$ cat config.mk
export PLATFORM = sky130hd
export DESIGN_NAME = writeback_queue
export DESIGN_NICKNAME = d
export VERILOG_FILES = /design/src/rtl/writeback_queue.sv
export SDC_FILE = /design/constraint.sdc
export NUM_CORES = 1
export LEC_CHECK = 0
export ABC_AREA = 1
export CORE_MARGIN = 2
export CORE_UTILIZATION = 45
export CTS_CLUSTER_SIZE = 40
export DETAILED_ROUTE_END_ITERATION = 6
export PLACE_DENSITY = 0.69
export SETUP_SLACK_MARGIN = 0.4
export SKIP_LAST_GASP = 1
export SLEW_MARGIN = 20
export SYNTH_ARGS = -nofsm -noshare
export SYNTH_HDL_FRONTEND = slang
export SYNTH_SLANG_ARGS = --single-unit
$ cat constraint.sdc
create_clock -name clk -period 4 [get_ports clk]
set_input_delay 1 -clock clk [delete_from_list [all_inputs] [get_ports clk]]
set_output_delay 1 -clock clk [all_outputs]
set_load 0.01 [all_outputs]
$ cat src/rtl/writeback_queue.sv
// Register-file writeback queue: merges ALU and LSU write requests into one
// in-order FIFO that drains one write per cycle and flags pending-write hazards.
module writeback_queue #(
  parameter int DEPTH = 4
) (
  input  logic                       clk,
  input  logic                       reset,
  input  logic                       alu_valid,
  input  logic [3:0]                 alu_sel,
  input  logic [31:0]                alu_data,
  output logic                       alu_ready,
  input  logic                       lsu_valid,
  input  logic [3:0]                 lsu_sel,
  input  logic [31:0]                lsu_data,
  output logic                       lsu_ready,
  output logic                       reg_write_enable,
  output logic [3:0]                 write_reg_sel,
  output logic [31:0]                write_reg_data,
  input  logic [3:0]                 query_sel1,
  input  logic [3:0]                 query_sel2,
  output logic                       hazard1,
  output logic                       hazard2,
  output logic [$clog2(DEPTH):0]     count,
  output logic                       full,
  output logic                       empty
);

  localparam int AW = $clog2(DEPTH);
  localparam int CW = AW + 1;

  logic [3:0]    mem_sel_q  [DEPTH];
  logic [31:0]   mem_data_q [DEPTH];
  logic [AW-1:0] rd_ptr_q, rd_ptr_d;
  logic [AW-1:0] wr_ptr_q, wr_ptr_d;
  logic [CW-1:0] cnt_q, cnt_d;

  logic          full_s;
  logic          push_s;
  logic          pop_s;
  logic [3:0]    push_sel_s;
  logic [31:0]   push_data_s;

  // Handshake, pointer and occupancy next-state; reset masks every handshake.
  always_comb begin
    full_s      = (cnt_q == CW'(DEPTH));
    lsu_ready   = !full_s && !reset;
    alu_ready   = !full_s && !lsu_valid && !reset;
    push_s      = 1'b0;
    push_sel_s  = 4'd0;
    push_data_s = 32'd0;
    if (lsu_valid && lsu_ready) begin
      push_s      = 1'b1;
      push_sel_s  = lsu_sel;
      push_data_s = lsu_data;
    end else if (alu_valid && alu_ready) begin
      push_s      = 1'b1;
      push_sel_s  = alu_sel;
      push_data_s = alu_data;
    end else begin
      push_s      = 1'b0;
    end
    pop_s    = (cnt_q != {CW{1'b0}}) && !reset;
    rd_ptr_d = pop_s  ? rd_ptr_q + AW'(1) : rd_ptr_q;
    wr_ptr_d = push_s ? wr_ptr_q + AW'(1) : wr_ptr_q;
    cnt_d    = cnt_q + CW'(push_s) - CW'(pop_s);
  end

  // Control state with synchronous reset.
  always_ff @(posedge clk) begin
    if (reset) begin
      rd_ptr_q <= {AW{1'b0}};
      wr_ptr_q <= {AW{1'b0}};
      cnt_q    <= {CW{1'b0}};
    end else begin
      rd_ptr_q <= rd_ptr_d;
      wr_ptr_q <= wr_ptr_d;
      cnt_q    <= cnt_d;
    end
  end

  // Entry storage; contents are qualified by count, so no reset is needed.
  always_ff @(posedge clk) begin
    if (push_s) begin
      mem_sel_q[wr_ptr_q]  <= push_sel_s;
      mem_data_q[wr_ptr_q] <= push_data_s;
    end
  end

  // Register-file port and status outputs, all forced idle while reset is high.
  always_comb begin
    reg_write_enable = pop_s;
    write_reg_sel    = pop_s ? mem_sel_q[rd_ptr_q]  : 4'd0;
    write_reg_data   = pop_s ? mem_data_q[rd_ptr_q] : 32'd0;
    count            = reset ? {CW{1'b0}} : cnt_q;
    full             = full_s && !reset;
    empty            = (cnt_q == {CW{1'b0}}) || reset;
  end

  // An entry is live when its distance from the read pointer is below count.
  always_comb begin
    logic [AW-1:0] off_s;
    hazard1 = 1'b0;
    hazard2 = 1'b0;
    off_s   = {AW{1'b0}};
    for (int i = 0; i < DEPTH; i++) begin
      off_s = AW'(i) - rd_ptr_q;
      if (({1'b0, off_s} < cnt_q) && !reset) begin
        if (mem_sel_q[i] == query_sel1) hazard1 = 1'b1;
        else                            hazard1 = hazard1;
        if (mem_sel_q[i] == query_sel2) hazard2 = 1'b1;
        else                            hazard2 = hazard2;
      end else begin
        hazard1 = hazard1;
        hazard2 = hazard2;
      end
    end
  end

endmodule

* Yosys cells after proc, flatten, opt, wreduce, memory -nomap -nowiden *
Memory sizes are Yosys's and may differ from the RTL's. A register that Yosys moved wholly into a read port is not among the register bits.
Index checks and enable logic that the tools add are counted.

storage, ports and cells
  bits of input ports = 84
  register bits after elaboration = 7
  memories = 2
  bits in writable memories = 144

cells by class
  $lt $le $gt $ge = 4
  equal/unequal tests = 9
  multiplexer cells = 31
  reductions and logical operators = 17
  add/subtract/negate cells = 8

memories
  memory      depth  bits a word  read ports  clocked after Yosys merged registers in  write ports  RTL line  text
  mem_data_q  4      32           1           1                                        1            32        logic [31:0] mem_data_q [DEPTH];
  mem_sel_q   4      4            5           1                                        1            31        logic [3:0] mem_sel_q [DEPTH];

operators by type and width
  cell                   count
  $mux W32               3
  $eq A4 B4 Y1           8
  $mux W1                20
  $lt A2 B3 Y1           4
  $mux W4                3
  $logic_and A1 B1 Y1    11
  $mux W2                4
  $add A2 B1 Y2 const B  2
  $sub A1 B2 Y2 const A  2
  $sub A2 B2 Y2 const A  2
  $add A3 B1 Y3          1
  $eq A3 B3 Y1 const B   1
  $logic_not A1 Y1       3
  $logic_not A3 Y1       1
  $mux W3                1
  $reduce_bool A3 Y1     1
  $sub A3 B1 Y3          1
  $logic_or A1 B1 Y1     1

* Depth between registers and ports, before layout *
Gate-level depths: netlist of run 1.

  depth after elaboration = 10
  mapped depth = 11
  depth with buffers taken out = 11

* Worst setup path after synthesis of run 1 *
OpenSTA, ideal clock, no wires.

  path type = in2reg
  start point = input reset
  end point = memory mem_data_q[0][0], enable pin
  path buffers = 1
  arrival = 3,000 ps
  setup time = 429 ps
  stages = 6
  slack = 571 ps
  cells stage by stage = buf_6 -> inv_6 -> nand2_4 -> inv_4 -> o21ai_2 -> nor2_1

on the way
  word-level cells in the longest chain between the ends = 7
  elaborated cells between the ends (all ways) = 9
  those cells by class = mux: 4; reduce/logical: 5

ends and longest elaborated chain
  element                          RTL line  text
  start, declared                  7         input logic reset,
  $logic_not A1 Y1 *               46, 47
  $logic_and A1 B1 Y1              47        alu_ready = !full_s && !lsu_valid && !reset;
  $logic_and A1 B1 Y1              55        end else if (alu_valid && alu_ready) begin
  $mux W1                          55
  $mux W1 *                        51        if (lsu_valid && lsu_ready) begin
  $mux W1 *                        83        if (push_s) begin
  $mux W1 (not written as such) *  85        mem_data_q[wr_ptr_q] <= push_data_s;
  end, declared                    32

Every way passes the cells marked *; elsewhere a longest branch is shown, timed or not.

* Worst setup path after layout of run 1 *
  start point = input reset
  end point = output write_reg_data[13]

on the way
  word-level cells in the longest chain between the ends = 3

ends and longest elaborated chain
  element              RTL line  text
  $logic_not A1 Y1     62        pop_s = (cnt_q != {CW{1'b0}}) && !reset;
  $logic_and A1 B1 Y1  62
  $mux W32             93        write_reg_data = pop_s ? mem_data_q[rd_ptr_q] : 32'd0;
  end, declared        18        output logic [31:0] write_reg_data,

No other way between the ends.

==> flow_summary.yaml, run 1 <==
detailed_routing:
  via_per_inst: 5.07
  dr.first_iter.drc_count: 422
  finalWirelength_um: 19100
  routedWlPerCell_um: 16.5
  drc_errors: 0
  ant_nets: 0
  dr_total_vias: 5863
  dr.pass1.iters: 5
synthesis:
  synth-main-ff-cell: "edfxtp_1"
  yosys_warnings: 0
  synth_edf_count: 144
  synthArstFlopShare_pct: 0
  syn-num-nets: 880
  synth_cell_type_count: 30
  syn_area_um2: 7760
  yosys_register_bits: 153
  postSynthCellCount: 785
  syn_area_per_cell_um2: 9.89
  ys_seq_area_share_pct: 58.0
clocking:
  cts-buffers-inserted: 17
  cts_tree: "built"
  cts_hold_buf: 0
  cts_root_buf: "clkbuf_16"
  clk_path_buf_depth: 2
  clock-sinks: 153
  htreeDepth: 4
  path_clk_slew_ns: 0.06
  clk_latency_ns: 0.42
placement:
  hpwl_um: 11700
  dpl_cell_area_um2: 9210
  gp_congestion: 0.761
  place_inst: 1117
  io_buffers: 129
setup_path:
  r2r_cells: 12
  cp_top_family: "buffers and inverters"
  critPathKind: "input pin to primary output"
  cp_slowest_cell: "clkdlybuf4s50_1"
  path_max_fanout: 9
  slowest_delay_ns: 0.47
  arrival_ns: 2.56
  rr_endpoint: "cnt_q[2]$_SDFF_PP0_"
  path_common_cell: "nor2_4"
  reg2reg_slack_ns: 1.41
  r2r_start: "cnt_q[0]$_SDFF_PP0_"
  crit_cells: 9
  critPathLaunch: "reset"
  cp_data_required_time_ns: 3.00
  end_kind: "primary output"
  start_kind: "input pin"
  cp_cell_sequence: "clkdlybuf4s50_1 > buf_6 > nor2_4 > nor2_4 > nand2_8 > inv_12 > buf_12 > a21oi_2 > dlygate4sd2_1"
  endpoint: "write_reg_data[13]"
  worst-path-buf-inv: 5
pwr:
  total_power_mw: 5.99
  netSwitchingFraction_pct: 34.7
  power_frac_clock_pct: 29.1
  power_density_nw_per_um2: 601
  power_frac_comb_pct: 36.9
  ir_worst_vdd_uv: 377
  intPower_mw: 3.91
  pwr-share-seq_pct: 34.0
  switchingPower_mw: 2.08
  p_leak_nw: 4.05
die:
  die_h_um: 135
  fp.dieW_um: 135
  coreArea_um2: 17100
  dieArea_um2: 18300
  rows: 48
  initial_core_util_pct: 45.5
  ioPinCount: 130
sta:
  tightest_slew_ns: 0.856
  maxSlewHeadroom_pct: 42.9
  worst_hold_slack_ns: 0.570
  rsz0062_at_grt: "true"
  fmax_mhz: 281
  fin_crit_ns: 3.56
  hold_violations: 0
  skew_ns: 0.00913
  drv_slew: 0
  tns_ns: 0
  timing.final.crit_share_pct: 88.9
  setup_viol: 0
run:
  cap_violations: 0
global_routing:
  track_usage_pct: 21.5
  grt_max_degree: 73
  grt.overflow.total: 0
  grt_pass1_wl_um: 29700
  first_global_vias: 5715
  antenna_found_initial: 1
finish:
  layout_common_cells: "156 x nor2_1, 156 x nand2_1, 144 x edfxtp_1, 87 x clkdlybuf4s50_1, 62 x o21ai_0"
  fin_cells: 1157
  diodes: 0
  nFillCells: 1483
  finalNetCount: 1014
  final_layout_size_suffix_gt1_share_pct: 15.1
  stdcell_area_um2: 9960
  area_delta_synth_final_pct: 28.3
worst_hold_path:
  holdCritPathClass: "flop to flop"
run_status:
  status: "finished, final reports clean"
[metal layers]
| layer | vias up | global-route usage [%] | share of wire [%] |
|---|---|---|---|
| li1 | 2916 | - | - |
| met1 | 2735 | 27.0 | 43 |
| met2 | 183 | 36.5 | 49 |
| met3 | 27 | 4.90 | 5.8 |
| met4 | 2 | 7.64 | 1.7 |
| met5 | - | 0 | 0.068 |
[registers in the layout, indices dropped and copies added (netlist names), named ones only]
name	count
cnt_q	3
mem_data_q	128
mem_sel_q	16
rd_ptr_q	2
wr_ptr_q	2
[worst min-delay path by stage]
stage               slack (ns)  cells after the start                      from                        to
detailed placement        0.53                      1  rd_ptr_q[0]$_SDFFE_PP0P_  rd_ptr_q[0]$_SDFFE_PP0P_
finish                    0.57                      1  rd_ptr_q[0]$_SDFFE_PP0P_  rd_ptr_q[0]$_SDFFE_PP0P_
floorplan                 0.48                      1  rd_ptr_q[0]$_SDFFE_PP0P_                      flop
global placement          0.53                      1  rd_ptr_q[0]$_SDFFE_PP0P_  rd_ptr_q[0]$_SDFFE_PP0P_
CTS                       0.56                      1  rd_ptr_q[0]$_SDFFE_PP0P_                      flop
global route              0.59                      1  rd_ptr_q[0]$_SDFFE_PP0P_  rd_ptr_q[0]$_SDFFE_PP0P_
[power groups by stage]
stage               combinational, mW  clock [mW]  sequential (mW)
floorplan                        1.42           0             2.05
global placement                 2.19           0             2.07
detailed placement               2.20           0             2.07
CTS                              2.22        1.76             2.04
global route                     2.44        1.82             2.05
finish                           2.21        1.74             2.04
[cell families (layout without fill, tap and decap cells)]
family          count (synthesis)  count (layout)  synth area share, %
compound gates                124             124                 9.44
flops                         153             153                 58.0
fa+ha+maj                      11              11                 1.87
xor+xnor                        2               2                0.226
simple gates                  404             404                 23.6
buf+inv                        91             238                 6.82
[what timing repair did]
item	CTS	global route
pin swaps	2	1
buffers inserted	5	0
gates cloned	2	1
setup endpoints to repair	39	13
gates resized for setup	49	7
[Yosys cell counts (3+ instances only)]
cell type | count | share of area [%]
dfxtp_1 | 9 | 2.3
ha_1 | 10 | 1.6
clkbuf_1 | 10 | 0.48
buf_2 | 13 | 0.84
a21oi_1 | 19 | 1.2
buf_12 | 7 | 1.8
nand3_2 | 29 | 3.7
nand2_1 | 156 | 7.5
o21ai_0 | 62 | 4.0
buf_4 | 9 | 0.87
nor2_4 | 3 | 0.44
nor2_1 | 160 | 7.7
edfxtp_1 | 144 | 56
inv_1 | 45 | 2.2
nand3_1 | 51 | 3.3
o21ai_1 | 13 | 0.84
a21oi_2 | 29 | 3.3
[layout make-up]
type	count	area (um^2)	share of cell area [%]
timing repair inverter	1	8.76	0.0879
clock inverter	14	220	2.21
inverter	50	210	2.11
clock buffer	18	429	4.31
timing repair buffer	155	1550	15.5
multi-input combinational	541	2760	27.7
sequential	153	4510	45.2
tap	225	282	2.83
[metrics by stage]
stage,setup WS (ns),utilization (%)
5_1_grt,0.383,58.4
2_1_floorplan,0.571,-
3_3_place_gp,0.101,54.0
6_report,0.444,58.4
3_5_place_dp,0.0862,54.0
4_1_cts,0.243,58.3
Power figures use the tool's default switching activity.
==> run 2, diff against run 1 <==
SKIP_CTS_REPAIR_TIMING = 1   (was default)
==> run 2 against run 1 <==
  * Clock power is essentially flat
  * Register-to-register slack is essentially flat
  * Critical path type unchanged
  * Critical endpoint is now write_reg_data[0]
  * Final cell count shrank 0.43%
  * Critical path depth is the same
  * Sequential cell count is the same
  * Final area is essentially flat
  * Sequential power is essentially flat
  * Combinational power is essentially flat
==> flow_summary.yaml, run 2 (synthesized netlist as in run 1, its figures left out) <==
run:
  cap_violations: 0
detailed_routing:
  dr.pass1.iters: 6
  via_per_inst: 5.06
  dr.first_iter.drc_count: 399
  finalWirelength_um: 18700
  routedWlPerCell_um: 16.2
  ant_nets: 0
  drc_errors: 0
  dr_total_vias: 5827
sta:
  fin_crit_ns: 3.82
  tns_ns: 0
  drv_slew: 0
  setup_viol: 0
  worst_hold_slack_ns: 0.572
  tightest_slew_ns: 0.853
  timing.final.crit_share_pct: 95.6
  hold_violations: 0
  rsz0062_at_grt: "true"
  maxSlewHeadroom_pct: 43.0
  fmax_mhz: 262
  skew_ns: 0.00969
die:
  rows: 48
  dieArea_um2: 18300
  initial_core_util_pct: 45.5
  die_h_um: 135
  fp.dieW_um: 135
  ioPinCount: 130
  coreArea_um2: 17100
clocking:
  clk_latency_ns: 0.42
  cts_tree: "built"
  clock-sinks: 153
  cts-buffers-inserted: 17
  clk_path_buf_depth: 2
  htreeDepth: 4
  path_clk_slew_ns: 0.06
  cts_root_buf: "clkbuf_16"
setup_path:
  start_kind: "input pin"
  cp_data_required_time_ns: 3.00
  arrival_ns: 2.82
  critPathKind: "input pin to primary output"
  path_max_fanout: 17
  reg2reg_slack_ns: 1.41
  end_kind: "primary output"
pwr:
  p_leak_nw: 4.17
  power_density_nw_per_um2: 598
  total_power_mw: 5.95
  ir_worst_vdd_uv: 370
global_routing:
  track_usage_pct: 20.9
  grt_max_degree: 73
  grt.overflow.total: 0
  antenna_found_initial: 1
  first_global_vias: 5632
  grt_pass1_wl_um: 29000
placement:
  dpl_cell_area_um2: 9210
  hpwl_um: 11700
  gp_congestion: 0.761
  io_buffers: 129
finish:
  regMostFlops: "mem_data_q"
  final_layout_size_suffix_gt1_share_pct: 14.1
  nFillCells: 1468
  area_delta_synth_final_pct: 28.3
  diodes: 0
  largest_register_ff_count: 128
  fin_util_pct: 58.4
  finalNetCount: 1009
  top_regs: "mem_data_q: 128 flops, mem_sel_q: 16 flops, cnt_q: 3 flops"
  stdcell_area_um2: 9960
  layout_common_cells: "156 x nor2_1, 156 x nand2_1, 144 x edfxtp_1, 105 x clkdlybuf4s50_1, 62 x o21ai_0"
worst_hold_path:
  holdCritPathClass: "flop to flop"
run_status:
  status: "finished, final reports clean"
==> run 2: cell count changes in the layout (fill, tap and decap cells not counted), sizes merged <==
cell,previous run,this run
inv,54,53
clkbuf,20,18
buf,27,24
dlymetal6s2s,2,22
dlygate4sd2,31,0
clkdlybuf4s15,6,0
clkdlybuf4s50,87,105
==> run 2: layer usage <==
layer	vias up	part of all wire, %	track usage, %
li1	2900	-	-
met1	2730	44	26.4
met2	166	49	35.4
met3	29	5.7	4.60
met4	2	1.9	7.70
met5	-	0.070	0
==> run 2: cell type report <==
| type | count | area [um^2] | share of cell area, % |
|---|---|---|---|
| multi-input combinational | 541 | 2760 | 27.7 |
| inverter | 50 | 205 | 2.06 |
| sequential | 153 | 4510 | 45.3 |
| tap | 225 | 282 | 2.83 |
| clock inverter | 14 | 220 | 2.21 |
| timing repair buffer | 151 | 1560 | 15.6 |
| clock buffer | 18 | 429 | 4.31 |
==> run 2: path summary, 6_finish.rpt <==
kind,start,end,depth (start not counted)
min,rd_ptr_q[0]$_SDFFE_PP0P_,rd_ptr_q[0]$_SDFFE_PP0P_,1
max,reset,write_reg_data[0],9
max reg2reg,cnt_q[0]$_SDFF_PP0_,cnt_q[2]$_SDFF_PP0_,12
min reg2reg,rd_ptr_q[0]$_SDFFE_PP0P_,rd_ptr_q[0]$_SDFFE_PP0P_,1
==> run 2: critical path: stages <==
cell,delay [ns]
clkdlybuf4s50_1,0.47
buf_6,0.16
nor2_4,0.06
nor2_4,0.17
nand2_8,0.10
inv_8,0.13
buf_12,0.18
a21oi_1,0.06
clkdlybuf4s50_1,0.48
==> run 2: stage by stage <==
stage          std cells  setup slack, ns
2_1_floorplan        785            0.571
3_3_place_gp        1117            0.101
3_5_place_dp        1117           0.0862
4_1_cts             1149           0.0855
5_1_grt             1152            0.110
6_report            1152            0.177
==> run 2: power by group <==
part,internal (mW),switching (mW),leakage (nW)
logic,0.841,1.34,2.44
registers,1.97,0.0717,1.42
clock network,1.11,0.627,0.312
total,3.92,2.03,4.17
==> edit: new RTL, config.mk and constraints of run 1 <==
Reset style: asynchronous (`reset`), changed in one clocked block. Comments in the files are not updated.
--- a/src/rtl/writeback_queue.sv
+++ b/src/rtl/writeback_queue.sv
@@ -66,7 +66,7 @@
   end
 
   // Control state with synchronous reset.
-  always_ff @(posedge clk) begin
+  always_ff @(posedge clk or posedge reset) begin
     if (reset) begin
       rd_ptr_q <= {AW{1'b0}};
       wr_ptr_q <= {AW{1'b0}};
Function: same outputs for any inputs over 4 cycles, from zero or initial values and one cycle with reset high; that may be too few to reach the edited logic, so the function may still have changed.
==> edit against run 1 <==
Synthesized area is 5.4% lower; worst setup slack better by 0.070 ns; wire length shrank 7.2%; power increased by 4.7%; sequential share of layout area rose by 1.9 points; synthesized cell count shrank 1.9%; critical path depth rose by 2; sequential cell count shrank 2; clock skew fell by 0.0049 ns; cell area down 4.1%; global-route usage decreased by 0.76 points; critical path type is now reg -> out; critical endpoint is now hazard2; largest cell class unchanged; largest power group unchanged.
==> edit: results (changes against run 1) <==
=================================================================================================
Gpl congestion .....................................................................       0.7879   +3.6%
Nets@finish ........................................................................          994   -2.0%
Switching power summed over all nets ...............................................      2272 uW   +9.4%
Critical Path Fanout Max ...........................................................            5   -4
Avg Cell Area, Syn .................................................................    9.535 um2   -3.6%
Util after Layout ..................................................................       0.5994   +0.01522
Top Family by Delay on Critical Path ............................................... simple AND/OR/NAND/NOR gates
Clock Network Area Fraction ........................................................      0.06050   -0.004681
HPWL after detailed placement ......................................................     10.99 mm   -6.3%
Share of flip-flops with an asynchronous set or reset ..............................      0.04636   +0.04636
Max stage delay on crit path .......................................................      0.53 ns   +0.06 ns
Number of distinct library cell variants in the gate-level netlist after synthesis .           26   -13%
Adder-cell area share of the yosys netlist .........................................      0.01977   +0.001074
IR drop worst, VDD .................................................................    0.4127 mV   +9.5%
Total vias in the final route ......................................................         5722   -2.4%
All-Layer GR Usage .................................................................       0.2071   -0.007551
Post-Place Cell Area ............................................................... 0.008887 mm2   -3.5%
Multi-input combinational gate total ...............................................          494   -8.7%
Slew at the pin closest to its max-slew limit ......................................    0.7446 ns   -0.1109 ns
Status ............................................................................. finished, final reports clean
Clock network fraction of design power .............................................        0.247   -0.044
Layout cell share with drive strength beyond 1 .....................................      0.08224   -0.06905
Final instance area ................................................................ 0.009555 mm2   -4.1%
Worst EP arrival ...................................................................      2.49 ns   -0.07 ns
Iteration count of the initial detailed-routing pass ...............................            7   +2
=================================================================================================
edit: worst paths after layout:
| check | slack (ns) | end | start |
|---|---|---|---|
| worst min-delay path | 0.55 | wr_ptr_q[1] | wr_ptr_q[1] |
| worst max register to register | 1.58 | mem_data_q[3][3] | cnt_q[1] |
| max in group asynchronous | 3.23 | rd_ptr_q[1] | reset |
| worst min register to register | 0.55 | wr_ptr_q[1] | wr_ptr_q[1] |
| worst max-delay path | 0.51 | hazard2 | rd_ptr_q[0] |
| min in group asynchronous | 0.62 | cnt_q[2] | reset |
edit: metal layers:
| layer | global-route usage | vias to the layer above | share of wire |
|---|---|---|---|
| met2 | 0.3595 | 176 | 0.51 |
| li1 | - | 2855 | - |
| met5 | 0 | - | 0 |
| met4 | 0.08877 | 0 | 0.023 |
| met1 | 0.2540 | 2661 | 0.42 |
| met3 | 0.03883 | 30 | 0.049 |
